$ cat src/rtl/cclimb_pkg.sv
// rtl/cclimb_pkg.sv - shared region map, region/FSM enums and helpers for the crazy_climber ROM loader
package cclimb_pkg;

    typedef enum logic [2:0] {
        REG_CPU,
        REG_TILE,
        REG_BIGSPR,
        REG_SAMPLE,
        REG_PROM,
        REG_NONE
    } region_t;

    localparam logic [15:0] CPU_BASE    = 16'h0000;
    localparam logic [15:0] CPU_SIZE    = 16'h6000;
    localparam logic [15:0] TILE_BASE   = 16'h6000;
    localparam logic [15:0] TILE_SIZE   = 16'h2000;
    localparam logic [15:0] BIGSPR_BASE = 16'h8000;
    localparam logic [15:0] BIGSPR_SIZE = 16'h0800;
    localparam logic [15:0] SAMPLE_BASE = 16'h8800;
    localparam logic [15:0] SAMPLE_SIZE = 16'h2000;
    localparam logic [15:0] PROM_BASE   = 16'hA800;
    localparam logic [15:0] PROM_SIZE   = 16'h0080;
    localparam logic [16:0] IMAGE_BYTES = 17'h0A880;

    typedef enum logic [1:0] {
        ST_IDLE,
        ST_LOADING,
        ST_SETTLE,
        ST_READY
    } state_t;

    function automatic logic [4:0] region_onehot(input region_t r);
        case (r)
            REG_CPU:    return 5'b00001;
            REG_TILE:   return 5'b00010;
            REG_BIGSPR: return 5'b00100;
            REG_SAMPLE: return 5'b01000;
            REG_PROM:   return 5'b10000;
            default:    return 5'b00000;
        endcase
    endfunction

endpackage

$ cat src/rtl/cclimb_rom_decode.sv
// rtl/cclimb_rom_decode.sv - combinational flat image address to region/relative address decoder
module cclimb_rom_decode
    import cclimb_pkg::*;
(
    input  logic [24:0] addr,
    output region_t     region,
    output logic [15:0] rel_addr,
    output logic        valid
);

    logic [15:0] low;
    assign low = addr[15:0];

    always_comb begin
        region   = REG_NONE;
        rel_addr = 16'h0000;
        valid    = 1'b0;
        if (addr[24:16] == 9'd0) begin
            valid = 1'b1;
            if (low < CPU_BASE + CPU_SIZE) begin
                region   = REG_CPU;
                rel_addr = low - CPU_BASE;
            end else if (low < TILE_BASE + TILE_SIZE) begin
                region   = REG_TILE;
                rel_addr = low - TILE_BASE;
            end else if (low < BIGSPR_BASE + BIGSPR_SIZE) begin
                region   = REG_BIGSPR;
                rel_addr = low - BIGSPR_BASE;
            end else if (low < SAMPLE_BASE + SAMPLE_SIZE) begin
                region   = REG_SAMPLE;
                rel_addr = low - SAMPLE_BASE;
            end else if (low < PROM_BASE + PROM_SIZE) begin
                region   = REG_PROM;
                rel_addr = low - PROM_BASE;
            end else begin
                valid = 1'b0;
            end
        end
    end

endmodule

$ cat src/rtl/cclimb_rom_loader.sv
// rtl/cclimb_rom_loader.sv - ioctl to crazy_climber dn_* loader; CCLIMB_ROM_CHECKSUM_EN adds byte-sum check and sum_out
module cclimb_rom_loader
    import cclimb_pkg::*;
#(
    parameter logic [16:0] TOTAL_BYTES   = IMAGE_BYTES,
    parameter int          SETTLE_CYCLES = 1024,
    parameter logic [7:0]  ROM_INDEX     = 8'd0,
    parameter logic [15:0] EXPECTED_SUM  = 16'h0000
) (
    input  logic        clk_sys,
    input  logic        reset,
    input  logic        ioctl_download,
    input  logic [7:0]  ioctl_index,
    input  logic        ioctl_wr,
    input  logic [24:0] ioctl_addr,
    input  logic [7:0]  ioctl_dout,
    output logic [15:0] dn_addr,
    output logic [7:0]  dn_data,
    output logic        dn_wr,
    output logic [4:0]  dn_sel,
    output logic        core_reset,
    output logic        rom_ready,
    output logic        load_err,
    output logic [16:0] byte_count
`ifdef CCLIMB_ROM_CHECKSUM_EN
    ,
    output logic [15:0] sum_out
`endif
);

    localparam int CNT_W = (SETTLE_CYCLES > 1) ? $clog2(SETTLE_CYCLES) : 1;

    state_t             state, state_nx;
    logic               dl_q;
    logic [CNT_W-1:0]   settle_cnt;
    region_t            dec_region;
    logic [15:0]        dec_addr;
    logic               dec_valid;
    logic               sum_ok;

    cclimb_rom_decode u_decode (
        .addr     (ioctl_addr),
        .region   (dec_region),
        .rel_addr (dec_addr),
        .valid    (dec_valid)
    );

    logic index_ok, start, wr_live, accept, stray, dl_end, image_ok, load_entry;
    assign index_ok   = (ioctl_index == ROM_INDEX);
    assign start      = ioctl_download & ~dl_q & index_ok;
    assign wr_live    = (state == ST_LOADING) & ioctl_wr & ioctl_download & index_ok;
    assign accept     = wr_live & dec_valid;
    assign stray      = wr_live & ~dec_valid;
    assign dl_end     = (state == ST_LOADING) & ~ioctl_download;
    assign image_ok   = (byte_count == TOTAL_BYTES) & ~load_err & sum_ok;
    assign load_entry = (state != ST_LOADING) & (state_nx == ST_LOADING);

    always_comb begin
        state_nx   = state;
        core_reset = 1'b1;
        rom_ready  = 1'b0;
        case (state)
            ST_IDLE: begin
                if (start) state_nx = ST_LOADING;
            end
            ST_LOADING: begin
                if (dl_end) state_nx = image_ok ? ST_SETTLE : ST_IDLE;
            end
            ST_SETTLE: begin
                if (start)
                    state_nx = ST_LOADING;
                else if (settle_cnt == CNT_W'(SETTLE_CYCLES - 1))
                    state_nx = ST_READY;
            end
            ST_READY: begin
                core_reset = 1'b0;
                rom_ready  = 1'b1;
                if (start) state_nx = ST_LOADING;
            end
            default: state_nx = ST_IDLE;
        endcase
    end

    always_ff @(posedge clk_sys or posedge reset) begin
        if (reset) begin
            state      <= ST_IDLE;
            dl_q       <= 1'b0;
            settle_cnt <= '0;
            dn_addr    <= 16'h0000;
            dn_data    <= 8'h00;
            dn_wr      <= 1'b0;
            dn_sel     <= 5'b00000;
            load_err   <= 1'b0;
            byte_count <= 17'd0;
        end else begin
            state   <= state_nx;
            dl_q    <= ioctl_download;
            dn_wr   <= accept;
            dn_sel  <= accept ? region_onehot(dec_region) : 5'b00000;
            if (accept) begin
                dn_addr <= dec_addr;
                dn_data <= ioctl_dout;
            end
            settle_cnt <= (state == ST_SETTLE) ? settle_cnt + 1'b1 : '0;
            if (load_entry) begin
                byte_count <= 17'd0;
                load_err   <= 1'b0;
            end else begin
                // Duplicate addresses count again; the counter only stops at all-ones.
                if (accept && byte_count != 17'h1FFFF)
                    byte_count <= byte_count + 17'd1;
                if (stray || (dl_end && !image_ok))
                    load_err <= 1'b1;
            end
        end
    end

`ifdef CCLIMB_ROM_CHECKSUM_EN
    logic [15:0] sum;

    always_ff @(posedge clk_sys or posedge reset) begin
        if (reset)
            sum <= 16'h0000;
        else if (load_entry)
            sum <= 16'h0000;
        else if (accept)
            sum <= sum + {8'h00, ioctl_dout};
    end

    assign sum_out = sum;
    assign sum_ok  = (sum == EXPECTED_SUM);
`else
    logic unused_expected_sum;
    assign unused_expected_sum = ^EXPECTED_SUM;
    assign sum_ok              = 1'b1;
`endif

endmodule

$ cat config.mk
export PLATFORM = sky130hd
export DESIGN_NAME = cclimb_rom_loader
export DESIGN_NICKNAME = d
export VERILOG_FILES = /design/src/rtl/cclimb_pkg.sv /design/src/rtl/cclimb_rom_decode.sv /design/src/rtl/cclimb_rom_loader.sv
export SDC_FILE = /design/constraint.sdc
export NUM_CORES = 1
export LEC_CHECK = 0
export ABC_CLOCK_PERIOD_IN_PS = 3140
export BUFFER_PORTS_ARGS = -buffer_cell sky130_fd_sc_hd__buf_2
export CAP_MARGIN = 20
export CORE_MARGIN = 2
export CORE_UTILIZATION = 52
export CTS_BUF_LIST = sky130_fd_sc_hd__clkbuf_16
export CTS_CLUSTER_SIZE = 20
export DETAILED_ROUTE_END_ITERATION = 12
export HOLD_SLACK_MARGIN = 0.03
export PLACE_DENSITY = 0.89
export SLEW_MARGIN = 10
export SYNTH_ARGS = -nofsm -noshare
export SYNTH_HDL_FRONTEND = slang
export SYNTH_SLANG_ARGS = --single-unit
$ cat constraint.sdc
create_clock -name clk_sys -period 3.14 [get_ports clk_sys]
set_input_delay 0.314 -clock clk_sys [delete_from_list [all_inputs] [get_ports clk_sys]]
set_output_delay 0.314 -clock clk_sys [all_outputs]
set_load 0.005 [all_outputs]
==> flow_summary.yaml <==
cts:
  cts_hold_buffers: 0
  clkTransAtPathRegs_ps: 50
  clkLatencyLatePin_ps: 330
  cts_root_buffer: "clkbuf_16"
  cts_resized: 0
  clockBufferDepth: 2
  cts_tree: "yes"
  clock-sinks: 61
  postCtsSetupBuffers: 0
  htree_levels: 3
  numCtsBuffers: 9
worst_hold_path:
  hp-class: "in2async"
power_and_ir_drop:
  cellInternalPower_mw: 1.63
  pwr-share-comb_pct: 7.7
  p_total_mw: 2.08
  seq_power_share_pct: 39.3
  leakage_nw: 2.07
  peakVddDrop_mv: 0.430
  clkPwrFrac_pct: 53.0
  switching_power_mw: 0.446
  pwr_density_cell_nw_per_um2: 516
  swShare_pct: 21.5
sta:
  rsz0062_at_grt: "false"
  setup_viol: 0
  drv_slew: 0
  relSlewSlack_pct: 64.8
  layout_min_cycle_time_ps: 2710
  max_freq_ghz: 0.370
  tns_ps: 0
  worst_pin_slew_ps: 520
  finClkSkew_ps: 4.16
  final_hold_viol_count: 0
  fin_crit_sh_pct: 86.2
floorplanning:
  die_area_um2: 6710
  initial_core_util_pct: 53.7
  die_w_um: 81.9
  num_rows: 28
  pin_count: 95
  core_area_um2: 5890
  fp.dieH_um: 81.9
global_route:
  grt_start_max_net_pins: 33
  grt.total_usage_pct: 23.7
  use_met2_pct: 38.9
  gr-usage-met3_pct: 7.80
  grt_pass1_vias: 2671
  met1_usage_pct: 27.5
  antenna_found_initial: 0
  grt_remaining_overflow: 0
  grt_pass1_wl_mm: 12.0
  busiest_layer: "met2"
logic_synthesis:
  synth_seq_cells: 61
  yosysWarnings: 0
  synth_seq_area_share_pct: 48.3
  synth.net_count: 364
  yosys.area.top_type: "dfrtp_1"
  synth.most_common_cell: "dfrtp_1"
  synth.distinct_cells: 48
  synth_top_cells_by_area: "dfrtp_1 48%, mux2_2 7.5%, ha_1 4.8%"
  synth_edf_count: 0
  synth-main-ff-cell: "dfrtp_1"
  synth_cells: 307
  synth_common_cells: "61 x dfrtp_1, 21 x mux2_2, 20 x o21ai_0"
  mappedNetlistArea_um2: 3160
  syn_area_per_cell_um2: 10.3
  synth_top_area_share_pct: 48.3
  postSynth.asyncResetShare_pct: 100
route:
  ant_nets: 0
  drc: 0
  wl_per_cell_um: 15.7
  drt_iter0_markers: 95
  routed_via_density: 5.70
  wl_mm: 7.57
  firstDrtPassIters: 4
  num_vias: 2748
worst_setup_path:
  arrival_ps: 2960
  r2r_slack_ps: 430
  r2r_start: "byte_count[1]"
  path_class: "reg2reg"
  crit-reg2reg-capture: "byte_count[9]"
  r2r_cells: 7
  end_kind: "flip-flop"
  critPathLaunchType: "flip-flop"
  cp.required_ps: 3400
  cp_max_fo: 31
  cp-endpoint: "byte_count[9]"
  crit_start: "byte_count[1]"
place:
  place.gp.congestion: 0.845
  hpwl_mm: 5.30
  io_buffers: 94
  numPlacedInstances: 467
job:
  maxCapViolCount: 0
cells_and_area:
  n_antenna_cell: 0
  final_cells: 482
  area_growth_pct: 27.6
  final_layout_size_suffix_gt1_share_pct: 35.1
  final_nets: 460
  fill_cells: 441
run_status:
  status: "complete, no violations"
==> worst min path at each step <==
stage	slack [ps]	to	startpoint
4_1_cts	70	dn_data[2]	reset
3_3_place_gp	400	dn_data[3]	reset
5_1_grt	90	dn_data[2]	reset
3_5_place_dp	410	dn_data[2]	reset
6_report	50	dn_data[1]	reset
2_1_floorplan	350	dl_q	ioctl_download
==> power by group through the flow <==
stage / sequential (mW) / combinational [mW] / clock, mW
after detailed placement: 0.830 / 0.160 / 0
after CTS: 0.817 / 0.162 / 1.11
after floorplan: 0.829 / 0.0888 / 0
final: 0.817 / 0.160 / 1.10
after global placement: 0.827 / 0.153 / 0
after global routing: 0.819 / 0.180 / 1.15
==> layout by cell type, fill, tap and decap left out, types with 14 or more instances in the layout <==
| master | count |
|---|---|
| or3_1 | 15 |
| a21oi_1 | 17 |
| inv_1 | 14 |
| nand3_1 | 18 |
| o21ai_0 | 20 |
| dfrtp_1 | 61 |
| nand2_1 | 15 |
| buf_2 | 94 |
| nor2_1 | 14 |
| mux2_2 | 21 |
==> logic make-up after synthesis <==
logic type | count (synthesis) | synth area share (%)
AOI/OAI and AO/OA | 60 | 11.9
xor gates and xnor gates | 7 | 1.94
adders and majority gates | 12 | 4.75
buffers and inverters | 29 | 3.68
DFF | 61 | 48.3
muxes | 24 | 8.44
and+or+nand+nor | 114 | 20.9
==> critical path, stage by stage, from the launching register on <==
cell and delay (ps):
dfrtp_1 440, ha_1 250, and2_1 180, and4_1 180, ha_1 170, or4_4 690, or4_1 540, a21oi_1 160
==> layout make-up <==
| type | count | area, µm² | area share (%) |
|---|---|---|---|
| Clock buffer | 9 | 225 | 5.59 |
| Clock inverter | 6 | 103 | 2.55 |
| Inverter | 16 | 60.1 | 1.49 |
| Multi-Input combinational cell | 217 | 1520 | 37.7 |
| Sequential cell | 61 | 1530 | 37.9 |
| Tap cell | 75 | 93.8 | 2.33 |
| Timing Repair Buffer | 98 | 500 | 12.4 |
==> registers in the layout, indices dropped and copies added (netlist names) <==
signal	count
byte_count	17
dl_q	1
dn_addr	16
dn_data	8
dn_sel	5
dn_wr	1
load_err	1
settle_cnt	10
state	2
==> per-layer routing <==
layer	wire (µm)	vias up
met5	0	-
met4	207	0
met3	389	23
met2	3940	71
met1	3040	1341
li1	-	1313
==> stage by stage <==
step           setup WS [ps]  area, µm²  hold slack, ps  utilization (%)
2_1_floorplan            621       3160             345                -
3_3_place_gp             545       3700             401             62.9
3_5_place_dp             462       3700             412             62.9
6_report                 434       4030            47.4             68.5
5_1_grt                  306       4030            85.3             68.5
4_1_cts                  435       4030            65.7             68.5
Note: power is estimated with default switching activity, not from simulation.
